==> src/rtl/seq_sub64_if.sv <==
// Operand/result handshake bundle for seq_sub64.
// SEQ_SUB64_OVF_EN adds the signed-overflow result flag.
interface seq_sub64_if #(
    parameter int unsigned WIDTH = 64
) ();
    logic             in_valid;
    logic             in_ready;
    logic [WIDTH-1:0] a;
    logic [WIDTH-1:0] b;
    logic             bin;
    logic             out_valid;
    logic             out_ready;
    logic [WIDTH-1:0] diff;
    logic             bout;
    logic             zero;
`ifdef SEQ_SUB64_OVF_EN
    logic             ovf;
`endif

    modport master (
        output in_valid, a, b, bin, out_ready,
        input  in_ready, out_valid, diff, bout, zero
`ifdef SEQ_SUB64_OVF_EN
        , ovf
`endif
    );

    modport slave (
        input  in_valid, a, b, bin, out_ready,
        output in_ready, out_valid, diff, bout, zero
`ifdef SEQ_SUB64_OVF_EN
        , ovf
`endif
    );
endinterface

==> src/rtl/seq_sub64.sv <==
// Slice-serial subtractor: diff = a - b - bin, one SLICE-bit chunk per clock, LSB first.
// Define SEQ_SUB64_OVF_EN to add the signed-overflow output ovf.
module seq_sub64 #(
    parameter int unsigned WIDTH = 64,
    parameter int unsigned SLICE = 16
) (
    input  logic       clk,
    input  logic       rst_n,
    seq_sub64_if.slave bus
);
    localparam int unsigned NSLICE = WIDTH / SLICE;
    localparam int unsigned CNT_W  = (NSLICE > 1) ? $clog2(NSLICE) : 1;
    localparam logic [CNT_W-1:0] LAST = CNT_W'(NSLICE - 1);

    if ((WIDTH % SLICE) != 0) begin : g_bad_slice
        $error("seq_sub64: WIDTH must be an integer multiple of SLICE");
    end

    typedef enum logic [1:0] {
        IDLE = 2'd0,
        RUN  = 2'd1,
        DONE = 2'd2
    } state_t;

    state_t           state_q;
    state_t           state_d;
    logic             in_ready_q;
    logic             in_ready_d;
    logic             out_valid_q;
    logic             out_valid_d;
    logic [WIDTH-1:0] a_q;
    logic [WIDTH-1:0] b_q;
    logic [WIDTH-1:0] diff_q;
    logic [WIDTH-1:0] diff_d;
    logic [CNT_W-1:0] cnt_q;
    logic             borrow_q;
    logic             bout_q;
    logic             zero_q;
    logic [SLICE-1:0] a_s;
    logic [SLICE-1:0] b_s;
    logic [SLICE:0]   sum;
    logic             last;
    int unsigned      off;
`ifdef SEQ_SUB64_OVF_EN
    logic             ovf_q;
`endif

    // State and registered handshake flags
    always_ff @(posedge clk or negedge rst_n) begin
        if (!rst_n) begin
            state_q     <= IDLE;
            in_ready_q  <= 1'b1;
            out_valid_q <= 1'b0;
        end else begin
            state_q     <= state_d;
            in_ready_q  <= in_ready_d;
            out_valid_q <= out_valid_d;
        end
    end

    always_comb begin
        state_d = state_q;
        case (state_q)
            IDLE:    if (bus.in_valid) state_d = RUN;
            RUN:     if (last) state_d = DONE;
            DONE:    if (bus.out_ready) state_d = IDLE;
            default: state_d = IDLE;
        endcase
    end

    // Flags are decoded from the next state so they change on the same edge as the state
    always_comb begin
        in_ready_d  = 1'b0;
        out_valid_d = 1'b0;
        case (state_d)
            IDLE:    in_ready_d  = 1'b1;
            DONE:    out_valid_d = 1'b1;
            default: ;
        endcase
    end

    // Borrow-chain step for the current slice: a + ~b + ~borrow, carry-out is the inverted borrow
    always_comb begin
        off    = 32'(cnt_q) * SLICE;
        a_s    = a_q[off +: SLICE];
        b_s    = b_q[off +: SLICE];
        sum    = {1'b0, a_s} + {1'b0, ~b_s} + {{SLICE{1'b0}}, ~borrow_q};
        last   = (cnt_q == LAST);
        diff_d = diff_q;
        diff_d[off +: SLICE] = sum[SLICE-1:0];
    end

    always_ff @(posedge clk or negedge rst_n) begin
        if (!rst_n) begin
            a_q      <= '0;
            b_q      <= '0;
            diff_q   <= '0;
            cnt_q    <= '0;
            borrow_q <= 1'b0;
            bout_q   <= 1'b0;
            zero_q   <= 1'b0;
`ifdef SEQ_SUB64_OVF_EN
            ovf_q    <= 1'b0;
`endif
        end else begin
            case (state_q)
                IDLE: begin
                    if (bus.in_valid) begin
                        a_q      <= bus.a;
                        b_q      <= bus.b;
                        borrow_q <= bus.bin;
                        cnt_q    <= '0;
                    end
                end
                RUN: begin
                    diff_q   <= diff_d;
                    borrow_q <= ~sum[SLICE];
                    cnt_q    <= cnt_q + CNT_W'(1);
                    if (last) begin
                        bout_q <= ~sum[SLICE];
                        zero_q <= (diff_d == '0);
`ifdef SEQ_SUB64_OVF_EN
                        ovf_q  <= (a_q[WIDTH-1] != b_q[WIDTH-1]) &&
                                  (diff_d[WIDTH-1] != a_q[WIDTH-1]);
`endif
                    end
                end
                default: ;
            endcase
        end
    end

    assign bus.in_ready  = in_ready_q;
    assign bus.out_valid = out_valid_q;
    assign bus.diff      = diff_q;
    assign bus.bout      = bout_q;
    assign bus.zero      = zero_q;
`ifdef SEQ_SUB64_OVF_EN
    assign bus.ovf       = ovf_q;
`endif

endmodule

==> src/flat_wrapper.sv <==
// flat-port wrapper written by rule: the top's interface ports become plain ports
module seq_sub64_flat 
#(
    parameter int unsigned WIDTH = 64,
    parameter int unsigned SLICE = 16
)
  (clk, rst_n, bus_in_valid, bus_a, bus_b, bus_bin, bus_out_ready, bus_in_ready, bus_out_valid, bus_diff, bus_bout, bus_zero);
  seq_sub64_if #(.WIDTH(WIDTH)) bus_i ();
  input  logic clk;
  input  logic rst_n;
  input wire logic [$bits(bus_i.in_valid)-1:0] bus_in_valid;
  input wire logic [$bits(bus_i.a)-1:0] bus_a;
  input wire logic [$bits(bus_i.b)-1:0] bus_b;
  input wire logic [$bits(bus_i.bin)-1:0] bus_bin;
  input wire logic [$bits(bus_i.out_ready)-1:0] bus_out_ready;
  output wire logic [$bits(bus_i.in_ready)-1:0] bus_in_ready;
  output wire logic [$bits(bus_i.out_valid)-1:0] bus_out_valid;
  output wire logic [$bits(bus_i.diff)-1:0] bus_diff;
  output wire logic [$bits(bus_i.bout)-1:0] bus_bout;
  output wire logic [$bits(bus_i.zero)-1:0] bus_zero;
  assign bus_i.in_valid = bus_in_valid;
  assign bus_i.a = bus_a;
  assign bus_i.b = bus_b;
  assign bus_i.bin = bus_bin;
  assign bus_i.out_ready = bus_out_ready;
  assign bus_in_ready = bus_i.in_ready;
  assign bus_out_valid = bus_i.out_valid;
  assign bus_diff = bus_i.diff;
  assign bus_bout = bus_i.bout;
  assign bus_zero = bus_i.zero;
  seq_sub64 #(.WIDTH(WIDTH), .SLICE(SLICE)) u_core (.clk(clk), .rst_n(rst_n), .bus(bus_i));
endmodule
==> config.mk <==
export PLATFORM = sky130hd
export DESIGN_NAME = seq_sub64_flat
export DESIGN_NICKNAME = d
export VERILOG_FILES = /design/src/rtl/seq_sub64_if.sv /design/src/rtl/seq_sub64.sv /design/src/flat_wrapper.sv
export SDC_FILE = /design/constraint.sdc
export NUM_CORES = 1
export LEC_CHECK = 0
export ABC_AREA = 0
export BUFFER_PORTS_ARGS = -buffer_cell sky130_fd_sc_hd__buf_2
export CAP_MARGIN = 20
export CORE_UTILIZATION = 45
export CTS_CLUSTER_DIAMETER = 50
export DETAILED_ROUTE_END_ITERATION = 10
export PLACE_DENSITY = 0.68
export SYNTH_ARGS = -nofsm -noshare
export SYNTH_HDL_FRONTEND = slang
export SYNTH_SLANG_ARGS = --single-unit
==> constraint.sdc <==
create_clock -name clk -period 7.74 [get_ports clk]
set_input_delay 0.774 -clock clk [delete_from_list [all_inputs] [get_ports clk]]
set_output_delay 0.774 -clock clk [all_outputs]
set_load 0.05 [all_outputs]
==> results.cfg <==
[run_status]
status = complete, no violations

[route]
via_per_inst = 5.647
wl_per_cell_um = 20.11
first_iter_violations = 543
wirelength_um = 23990
ant_nets = 0
dr_total_vias = 6737
drtPass1Iterations = 5
drt_drc_violations_left = 0

[cells_and_area]
mostFrequentLayoutCells = buf_2, dfrtp_1, mux2_2
drive_gt1_share_pct = 45.87
final_nets = 1059
layout_commonest_cell = buf_2
area_delta_synth_final_pct = 22.53

[sta]
worst_slew_pin_slew_ns = 1.168
setup_viol = 0
finalCriticalPeriod_ns = 4.507
fin_worst_skew_ns = 0.01313
finalSetupTns_ns = 0
rsz0062_at_grt = false
slew_headroom_pct = 21.55
drv_slew = 0
finalHoldViolCount = 0
finalCritPeriodShare_pct = 58.23
max_freq_ghz = 0.2219

[die]
rows = 52
die_w_um = 146.8
pin_count = 201
chipHeight_um = 146.8
coreArea_mm2 = 0.02036
die_area_mm2 = 0.02155
initial_core_util_pct = 46.33

[logic_synthesis]
syn_area_mm2 = 0.009435
synth_nets = 859
synth_enable_flop_cells = 0
synth-async-reset-ratio_pct = 100.0
ys_seq_area_share_pct = 53.32
yosys_warnings = 0
synthDistinctLibCells = 58
ys_seq_elements = 201
synth_ff_type = dfrtp_1
synthCells = 703
syn_avg_cell_area_um2 = 13.42

[worst_setup_path]
cp_common_cell = nand4_1
slowest_stage = xnor2_1
cp_cell_sequence = buf_4 > mux4_2 > fa_1 > xnor2_1 > nand2b_1 > a2111oi_0 > nand4_1 > a211oi_1 > nand4_1 > nor4_1 > a32o_2
required_ns = 8.18
cpPeakStageDelay_ns = 0.67
crit_arrival_ns = 4.95
endpoint_kind = flip-flop
path_class = reg -> reg
cp-start-kind = flip-flop
cp_max_fo = 38

[clock_tree]
cts_sinks = 201
cts_buffers = 25
postCtsSetupBuffers = 0
cts.clk_slew.worst_paths_ns = 0.06
insertion_delay_ns = 0.51
hold_buffers = 0
tritoncts = done
clockRootBuffer = clkbuf_16
postCtsResizedCells = 0
htree_levels = 1
cts_buffer_depth = 3

[min_path]
hold_class = in -> async

[place]
routabilityCongestion = 0.9114
dp_hpwl_um = 17300
portBuffers = 200

[global_routing]
grt_pass1_vias = 6826
grt_max_degree = 78
grt_pass1_wl_um = 37840
overflow = 0
grt_usage_pct = 22.62
antenna_found_initial = 5

[flow_run]
drv_cap = 0
## synth_stat cells, drive strengths merged (4+ instances only)
library cell,n,area [um2]
dfrtp,200,5005
mux2,128,1441
a22o,45,394.1
nand2,40,152.6
o21ai,35,178.9
mux4,32,720.7
clkbuf,29,108.9
inv,25,93.84
ha,21,262.8
a21oi,15,75.07
nor2,15,56.30
nor4,12,75.07
xnor2,12,105.1
buf,6,22.52
nand3,6,30.03
nor3,6,30.03
a211oi,5,37.54
a21o,4,30.03
a41oi,4,35.03
nand2b,4,25.02
nor2b,4,25.02
o31ai,4,30.03
## cell families (layout without fill, tap and decap cells)
| family | after synthesis | in the layout | share of synthesized area, % |
|---|---|---|---|
| xor+xnor | 15 | 15 | 1.392 |
| mux | 162 | 162 | 23.13 |
| flops | 201 | 201 | 53.32 |
| compound gates | 138 | 138 | 10.90 |
| buf+inv | 60 | 277 | 2.387 |
| other cells | 0 | 3 | 0 |
| simple gates | 104 | 104 | 5.663 |
| fa+ha+maj | 23 | 23 | 3.209 |
## registers in the layout, summed over array words and instances, names as in the netlist
name and flops:
u_core.bus.zero 1, u_core.b_q 64, u_core.a_q 64, u_core.bus.in_ready 1, u_core.bus.bout 1, u_core.bus.out_valid 1, u_core.borrow_q 1, u_core.bus.diff 64
u_core.state_q 2, u_core.cnt_q 2
## path summary, 6_finish.rpt
kind | startpoint | endpoint | slack, ns | cells after the start
min | rst_n | u_core.b_q[13]$_DFFE_PN0P_ | 0.27 | 1
min in group clk | bus_b[25] | u_core.b_q[25]$_DFFE_PN0P_ | 0.49 | 2
max | u_core.cnt_q[0]$_DFFE_PN0P_ | u_core.bus.zero$_DFFE_PN0P_ | 3.23 | 11
max reg2reg | u_core.cnt_q[0]$_DFFE_PN0P_ | u_core.bus.zero$_DFFE_PN0P_ | 3.23 | 11
max in group asynchronous | rst_n | u_core.a_q[46]$_DFFE_PN0P_ | 6.14 | 2
min reg2reg | u_core.a_q[53]$_DFFE_PN0P_ | u_core.a_q[53]$_DFFE_PN0P_ | 0.50 | 1
## worst max-delay path: cells and delay by family (launching register included)
kind                     cells  cell delay [ns]
multiplexers                 1             0.65
adder cells (fa/ha/maj)      1             0.47
AO/OA/AOI/OAI                3             0.86
flip-flops                   1             0.48
buffers and inverters        1             0.56
XOR/XNOR                     1             0.67
AND/OR/NAND/NOR              4             0.72
## per-stage QoR
step / util [%] / hold WS (ns) / setup slack, ns / instance area [um2] / cells
6_report: 56.77 / 0.2732 / 3.233 / 11560 / 1193
3_5_place_dp: 52.65 / 0.4909 / 3.271 / 10720 / 1146
4_1_cts: 56.73 / 0.2901 / 3.262 / 11550 / 1190
5_1_grt: 56.75 / 0.3148 / 3.010 / 11560 / 1191
3_3_place_gp: 52.65 / 0.4849 / 3.402 / 10720 / 1146
2_1_floorplan: - / 0.4741 / 3.048 / 9435 / 703
## metal layers
layer | GRT usage, % | wire length, um | share of wire, % | up-vias
met5 | 0 | 26 | 0.11 | -
met1 | 29.86 | 9896 | 41 | 3336
met3 | 5.901 | 1798 | 7.5 | 67
li1 | - | - | - | 3062
met2 | 35.28 | 11190 | 47 | 268
met4 | 9.896 | 1078 | 4.5 | 4
## final cells by class
class | count | area, um2
tap | 270 | 337.8
inverter | 25 | 93.84
timing repair buffer | 208 | 1070
antenna | 3 | 7.507
fill | 1709 | 8803
clock buffer | 34 | 729.5
multi-input combinational | 442 | 4187
sequential | 201 | 5034
clock inverter | 10 | 102.6
Power is left out: the tool's default activity adds up to more than one toggle a clock period on the data nets, which glitch-free logic cannot reach.
